<file path="config.mk">
export PLATFORM = sky130hd
export DESIGN_NAME = inst_fetch_flat
export DESIGN_NICKNAME = d
export VERILOG_FILES = /design/src/rtl/inst_fetch_if.sv /design/src/rtl/inst_fetch.sv /design/src/flat_wrapper.sv
export SDC_FILE = /design/constraint.sdc
export NUM_CORES = 1
export LEC_CHECK = 0
export CORE_MARGIN = 2
export CORE_UTILIZATION = 57
export CTS_BUF_LIST = sky130_fd_sc_hd__clkbuf_4
export DETAILED_ROUTE_END_ITERATION = 6
export HOLD_SLACK_MARGIN = 0.03
export PLACE_DENSITY = 0.86
export SETUP_SLACK_MARGIN = 0.05
export SLEW_MARGIN = 5
export SYNTH_ARGS = -nofsm -noshare
export SYNTH_HDL_FRONTEND = slang
export SYNTH_SLANG_ARGS = --single-unit
export TNS_END_PERCENT = 5
</file>
<file path="constraint.sdc">
create_clock -name clk -period 7.5 [get_ports clk]
set_input_delay 1.125 -clock clk [delete_from_list [all_inputs] [get_ports clk]]
set_output_delay 1.125 -clock clk [all_outputs]
set_load 0.05 [all_outputs]
</file>
<file path="src/rtl/inst_fetch_if.sv">
// Instruction-memory port of the fetch stage: valid/ready request channel
// plus an in-order response channel.
interface inst_fetch_if;
    logic        imem_req_valid;
    logic        imem_req_ready;
    logic [63:0] imem_req_addr;
    logic        imem_rsp_valid;
    logic [31:0] imem_rsp_data;
    logic        imem_rsp_err;

    modport master (
        output imem_req_valid,
        output imem_req_addr,
        input  imem_req_ready,
        input  imem_rsp_valid,
        input  imem_rsp_data,
        input  imem_rsp_err
    );

    modport slave (
        input  imem_req_valid,
        input  imem_req_addr,
        output imem_req_ready,
        output imem_rsp_valid,
        output imem_rsp_data,
        output imem_rsp_err
    );
endinterface

</file>
<file path="src/rtl/inst_fetch.sv">
// RV64 instruction fetch: PC, credit-limited imem reads, response buffer,
// stall/redirect handling and halt-on-fault.
module inst_fetch #(
    parameter logic [63:0] RESET_PC = 64'h0000_0000_8000_0000,
    parameter int unsigned DEPTH    = 2
) (
    input  logic         clk,
    input  logic         rst_n,
    inst_fetch_if.master imem,
    input  logic         stall,
    input  logic         redirect_valid,
    input  logic [63:0]  redirect_pc,
    output logic         inst_valid,
    output logic [31:0]  inst,
    output logic [63:0]  inst_pc,
    output logic         inst_fault
);
    localparam int unsigned PTR_W = $clog2(DEPTH);
    localparam int unsigned CNT_W = $clog2(DEPTH) + 6;
    localparam logic [31:0] NOP   = 32'h0000_0013;

    typedef enum logic {RUN, HALT} state_t;

    typedef struct packed {
        logic [31:0] data;
        logic [63:0] pc;
        logic        fault;
    } entry_t;

    entry_t             fifo [DEPTH];
    logic [PTR_W-1:0]   rd_ptr;
    logic [PTR_W-1:0]   wr_ptr;
    logic [CNT_W-1:0]   occ;
    logic [CNT_W-1:0]   outstanding;
    logic [CNT_W-1:0]   stale;
    logic [63:0]        pc;
    logic [63:0]        rsp_pc;
    state_t             state;

    logic               req_valid;
    logic               req_fire;
    logic               push;
    logic               pop;
    logic [CNT_W-1:0]   credit_used;
    logic [63:0]        redirect_aligned;
    entry_t             head;

    // Counting this cycle's pop as freed space keeps one fetch per cycle at DEPTH=2.
    always_comb begin
        credit_used      = outstanding - stale + occ - CNT_W'(pop);
        req_valid        = rst_n && (state == RUN) && !redirect_valid &&
                           (credit_used < CNT_W'(DEPTH));
        req_fire         = req_valid && imem.imem_req_ready;
        push             = imem.imem_rsp_valid && (stale == '0);
        pop              = inst_valid && !stall;
        redirect_aligned = {redirect_pc[63:2], 2'b00};
    end

    assign imem.imem_req_valid = req_valid;
    assign imem.imem_req_addr  = pc;

    // Head of the buffer is presented directly; NOP when nothing is live.
    always_comb begin
        head       = fifo[rd_ptr];
        inst_valid = (occ != '0);
        inst       = inst_valid ? head.data  : NOP;
        inst_pc    = inst_valid ? head.pc    : 64'd0;
        inst_fault = inst_valid ? head.fault : 1'b0;
    end

    always_ff @(posedge clk or negedge rst_n) begin
        if (!rst_n) begin
            pc          <= RESET_PC;
            rsp_pc      <= RESET_PC;
            rd_ptr      <= '0;
            wr_ptr      <= '0;
            occ         <= '0;
            outstanding <= '0;
            stale       <= '0;
            state       <= RUN;
            for (int i = 0; i < int'(DEPTH); i++) begin
                fifo[i] <= '0;
            end
        end else begin
            outstanding <= outstanding + CNT_W'(req_fire) - CNT_W'(imem.imem_rsp_valid);
            if (redirect_valid) begin
                // Everything still in flight belongs to the old path.
                pc     <= redirect_aligned;
                rsp_pc <= redirect_aligned;
                rd_ptr <= '0;
                wr_ptr <= '0;
                occ    <= '0;
                stale  <= outstanding - CNT_W'(imem.imem_rsp_valid);
                state  <= RUN;
            end else begin
                if (req_fire) begin
                    pc <= pc + 64'd4;
                end
                if (imem.imem_rsp_valid && (stale != '0)) begin
                    stale <= stale - CNT_W'(1);
                end
                if (push) begin
                    fifo[wr_ptr] <= '{data: imem.imem_rsp_data, pc: rsp_pc,
                                      fault: imem.imem_rsp_err};
                    wr_ptr       <= wr_ptr + PTR_W'(1);
                    rsp_pc       <= rsp_pc + 64'd4;
                    if (imem.imem_rsp_err) begin
                        state <= HALT;
                    end
                end
                if (pop) begin
                    rd_ptr <= rd_ptr + PTR_W'(1);
                end
                occ <= occ + CNT_W'(push) - CNT_W'(pop);
            end
        end
    end
endmodule

</file>
<file path="src/flat_wrapper.sv">
// flat-port wrapper written by rule: the top's interface ports become plain ports
module inst_fetch_flat 
#(
    parameter logic [63:0] RESET_PC = 64'h0000_0000_8000_0000,
    parameter int unsigned DEPTH    = 2
)
  (clk, rst_n, stall, redirect_valid, redirect_pc, inst_valid, inst, inst_pc, inst_fault, imem_imem_req_valid, imem_imem_req_addr, imem_imem_req_ready, imem_imem_rsp_valid, imem_imem_rsp_data, imem_imem_rsp_err);
  inst_fetch_if imem_i ();
  input  logic clk;
  input  logic rst_n;
  input  logic stall;
  input  logic redirect_valid;
  input  logic [63:0] redirect_pc;
  output logic inst_valid;
  output logic [31:0] inst;
  output logic [63:0] inst_pc;
  output logic inst_fault;
  output wire logic [$bits(imem_i.imem_req_valid)-1:0] imem_imem_req_valid;
  output wire logic [$bits(imem_i.imem_req_addr)-1:0] imem_imem_req_addr;
  input wire logic [$bits(imem_i.imem_req_ready)-1:0] imem_imem_req_ready;
  input wire logic [$bits(imem_i.imem_rsp_valid)-1:0] imem_imem_rsp_valid;
  input wire logic [$bits(imem_i.imem_rsp_data)-1:0] imem_imem_rsp_data;
  input wire logic [$bits(imem_i.imem_rsp_err)-1:0] imem_imem_rsp_err;
  assign imem_imem_req_valid = imem_i.imem_req_valid;
  assign imem_imem_req_addr = imem_i.imem_req_addr;
  assign imem_i.imem_req_ready = imem_imem_req_ready;
  assign imem_i.imem_rsp_valid = imem_imem_rsp_valid;
  assign imem_i.imem_rsp_data = imem_imem_rsp_data;
  assign imem_i.imem_rsp_err = imem_imem_rsp_err;
  inst_fetch #(.RESET_PC(RESET_PC), .DEPTH(DEPTH)) u_core (.clk(clk), .rst_n(rst_n), .imem(imem_i), .stall(stall), .redirect_valid(redirect_valid), .redirect_pc(redirect_pc), .inst_valid(inst_valid), .inst(inst), .inst_pc(inst_pc), .inst_fault(inst_fault));
endmodule
</file>
# Word level (Yosys, flattened, before mapping)
# Index checks and enable logic that the tools add are counted.
# W data, S select, Z words.
[word_totals]
ff_bits = 346
wordCells = 78
output_inout_bits = 163
[op_classes]
muxes = 23
bitwise_logic = 4
n_reduce_logical = 20
magnitude_cmp = 4
addsub = 13
[op_table]
columns = ["cell", "n"]
rows = [
  ["$mux W97", 4],
  ["$mux W64", 5],
  ["$bwmux W194", 1],
  ["$add A64 B3 Y64 const B", 2],
  ["$demux W97 S1", 1],
  ["$mux W32", 1],
  ["$sub A7 B1 Y7", 4],
  ["$mux W7", 3],
  ["$add A7 B1 Y7", 2],
  ["$reduce_bool A7 Y1", 2],
  ["$reduce_bool A2 Y1", 5],
  ["$logic_and A1 B1 Y1", 8],
  ["$mux W1", 8],
  ["$add A7 B7 Y7", 1],
  ["$logic_not A7 Y1", 1],
  ["$lt A7 B2 Y1 const B", 1],
  ["$sub A7 B1 Y7 const B", 1],
  ["$sub A7 B7 Y7", 1],
  ["$ge A2 B2 Y1 const B", 2],
  ["$not A1 Y2", 2],
  ["$reduce_and A2 Y1", 2],
  ["$add A1 B1 Y1 const B", 2],
  ["$logic_not A1 Y1", 2],
  ["$lt A2 B1 Y1 const B", 1],
  ["$not A1 Y1", 2],
]

# Logic depth before layout (Yosys ltp)
[logic_depth]
word_depth = 8
mapped_depth = 26

# Worst setup path before layout
# Ideal clock, no wire load.
[synth_path]
path_type = "in2out"
from = "input stall"
to = "output imem_imem_req_valid"
setup_slack_ps = 1903
cell_stages = 14
arrival_time_ps = 4472
required_ps = 6375
cell_sequence = "nor2_1 -> inv_1 -> fa_1 -> inv_1 -> fa_1 -> nor2_1 -> fa_1 -> nand3_1 -> a21oi_1 -> a211oi_2 -> xnor2_2 -> buf_2 -> buf_2 -> nor2_1"
[synth_between]
elab_chain_len = 5
[synth_rtl]
columns = ["item", "line_no", "rtl"]
rows = [
  ["from (decl)", "flat_wrapper.sv:11", "input logic stall;"],
  ["$logic_not A1 Y1", "inst_fetch.sv:55", "pop = inst_valid && !stall;"],
  ["$logic_and A1 B1 Y1", "inst_fetch.sv:55", ""],
  ["$sub A7 B1 Y7", "inst_fetch.sv:50", "credit_used = outstanding - stale + occ - CNT_W'(pop);"],
  ["$lt A7 B2 Y1", "inst_fetch.sv:52", "(credit_used < CNT_W'(DEPTH));"],
  ["$logic_and A1 B1 Y1", "inst_fetch.sv:51", "req_valid = rst_n && (state == RUN) && !redirect_valid &&"],
  ["to (decl)", "flat_wrapper.sv:18", "output wire logic [$bits(imem_i.imem_req_valid)-1:0] imem_imem_req_valid;"],
]
# Every way passes these cells.

# Worst setup path in the final report
# Same ends and word-level chain as after synthesis.

==> reports/metrics.csv <==
metric,value,unit
status,finished clean,
hold_path.class,primary input to async pin,
period_share,90.66,%
core_region_area,31720,sq um
synth_area_leaders,"dfrtp_1, mux2_2, mux2i_1",
yosys_warnings,0,
ios,266,
fin_cells,2486,
cts_max_level,3,
cap_violations,0,
synth_edf_count,0,
antenna_left,0,
r2r-start,u_core.occ[5]$_DFF_PN0_,
grt_max_degree,111,
power.switching,4.271,mW
crit_start,stall,
power.density,393.6,nW/um^2
pwr-share-comb,53.7,%
syn_avg_cell_area,10.49,sq um
ys_async_sr_fraction,100.0,%
die-area,33880,sq um
clock_sinks,338,
cts_buffer_depth,3,
ir_worst_vdd,1434,uV
arrival,5.67,ns
fin_skew,0.05333,ns
yosysSeqAreaShare,45.79,%
internal_power,4.541,mW
detail_route.wl_per_cell,20.82,microns
holdWs,0.4607,ns
leakage,9.808,nW
fin_ws,0.7008,ns
vias,15370,
dieHeight,184.1,microns
maxSlewViolCount,0,
via_per_inst,6.182,
setup_viol,0,
synth_most_common_cell,dfrtp_1,
grt_pass1_wl,80960,microns
grt_antenna_before_repair,6,
synth_top_area_share,45.50,%
rows,65,
power_frac_seq,28.1,%
postCtsSetupRepairBufs,0,
gp_congestion,0.9514,
synthesis.area,18480,sq um
crit_path_end_kind,output pin,
rr_worst_depth,26,
place_ws,0.7681,ns
synth_flop_cell,dfrtp_1,
drt-pass1-iter-count,6,
gr-total-overflow,0,
dp_hpwl,35940,microns
setup_tns,0,ns
layout-drive-gt1-share,18.08,%
critPathKind,primary input to output pin,
maxSlewHeadroom,31.51,%
die_w,184.1,microns
grt_pass1_vias,15150,
hold_violations,0,
gr-usage-all-layers,30.49,%
area_delta_synth_final,21.16,%
numCtsBuffers,90,
ys_types,68,
period_minus_slack,6.799,ns
cts_tree,done,
clockPowerShare,18.2,%
fmax,147.1,MHz
insertion_delay,0.73,ns
critPathRequiredTime,6.38,ns
switching_share,48.47,%
first_iter_violations,1279,
synth_area_leader_cell,dfrtp_1,
path_max_fanout,9,
worst_pin_slew,1.027,ns
dp.cells,2334,
synthCells,1762,
crit_path_start_kind,primary input,
fin_nets,2170,
start_util,58.26,%
clk_pin_slew,0.07,ns
portBuffers,259,
cts_resized,0,
grt_setup_unrepaired,false,
finalPower,8.812,mW
ys_ff_latch,338,
ys_top_cells_by_count,"dfrtp_1, mux2_2, nor2_1, mux2i_1, nand2_1",
cts_hold_buf,0,
cts_root_buffer,clkbuf_4,
drcViolationCount,0,
wl,51750,microns
[worst max-delay path: stages]
cell and delay [ns]:
clkdlybuf4s50_1 0.45, nor2_1 0.26, inv_1 0.09, fa_1 0.49, inv_1 0.05, fa_1 0.47
nor2_1 0.15, fa_1 0.42, nor4b_1 0.32, o211ai_1 0.21, nor3_4 0.39, nand2_1 0.21
nor2_1 0.19, clkdlybuf4s50_1 0.84
[power by group through the flow]
| stage | sequential [mW] | clock [mW] | combinational [mW] |
|---|---|---|---|
| CTS | 2.47 | 1.63 | 4.63 |
| detailed placement | 2.50 | 0 | 4.61 |
| floorplan | 2.50 | 0 | 3.26 |
| global placement | 2.48 | 0 | 4.46 |
| finish | 2.48 | 1.61 | 4.73 |
| global route | 2.52 | 1.73 | 4.98 |
[final cells by class]
class	count	area, sq um
fillers	2287	9329
clock inverters	19	136.4
multi-input cells	1266	9383
clock buffers	129	968.4
inverters	51	193.9
flip-flops and latches	338	8464
repair buffers	277	2730
well taps	402	503.0
diodes	4	10.01
[layout by cell type, fill, tap and decap left out, types with 8 or more instances in the layout]
| cell type | n |
|---|---|
| or3_1 | 10 |
| clkbuf_4 | 129 |
| a31oi_1 | 17 |
| nand4_1 | 57 |
| a211oi_1 | 35 |
| ha_1 | 34 |
| and3_1 | 46 |
| nor3_1 | 37 |
| fa_1 | 9 |
| mux2i_1 | 100 |
| o21a_1 | 8 |
| and4_1 | 17 |
| o31ai_1 | 28 |
| a311oi_1 | 12 |
| o311a_1 | 8 |
| nand2_1 | 77 |
| o21ai_0 | 21 |
| and2_1 | 14 |
| or4_1 | 16 |
| a21boi_0 | 19 |
| mux2_2 | 195 |
| nand3_1 | 63 |
| buf_4 | 19 |
| a21oi_1 | 37 |
| clkdlybuf4s50_1 | 257 |
| nand2b_1 | 30 |
| xnor2_1 | 33 |
| clkinv_1 | 13 |
| nor2_1 | 195 |
| o31a_1 | 9 |
| xor2_1 | 42 |
| dfrtp_1 | 335 |
| nor4_1 | 22 |
| inv_1 | 49 |
[routing by layer]
| metal | share of wire, % | track usage, % | up-vias |
|---|---|---|---|
| met3 | 8.9 | 6.775 | 103 |
| li1 | - | - | 6922 |
| met1 | 41 | 41.41 | 7603 |
| met4 | 3.5 | 12.51 | 0 |
| met5 | 0 | 0 | - |
| met2 | 47 | 47.61 | 740 |
[cells by family (layout without fill, tap and decap cells)]
kind of cell | Yosys count | after routing | synth area share, %
compound gates | 225 | 225 | 8.660
xor+xnor | 77 | 77 | 3.731
fa+ha+maj | 43 | 43 | 3.277
buf+inv | 161 | 476 | 3.650
flops | 338 | 338 | 45.79
mux | 295 | 295 | 17.30
other cells | 1 | 8 | 0.02029
simple gates | 622 | 622 | 17.58
[worst paths after layout]
kind	to	slack (ns)
worst max-delay path	imem_imem_req_valid	0.70
worst min-delay path	u_core.imem.imem_req_addr[32]$_DFFE_PN0N_	0.46
worst max register to register	u_core.outstanding[6]$_DFF_PN0_	1.66
worst min register to register	u_core.fifo[167]$_DFFE_PN0P_	0.50
max in group asynchronous	u_core.fifo[79]$_DFFE_PN0P_	4.56
min in group clk	u_core.fifo[167]$_DFFE_PN0P_	0.50
[sequential cells by signal (all words and copies together), names as in the netlist]
signal / count
u_core.fifo: 190
u_core.imem.imem_req_addr: 62
u_core.rsp_pc: 62
u_core.occ: 7
u_core.outstanding: 7
u_core.stale: 7
u_core.rd_ptr: 1
u_core.state: 1
u_core.wr_ptr: 1
[metrics by stage]
step                instance area [sq um]  util, %
finish                              22390    70.59
global placement                    21270    67.07
global route                        22390    70.59
CTS                                 22380    70.56
floorplan                           18490        -
detailed placement                  21270    67.07
No activity file was read; power rests on OpenSTA's default activity.
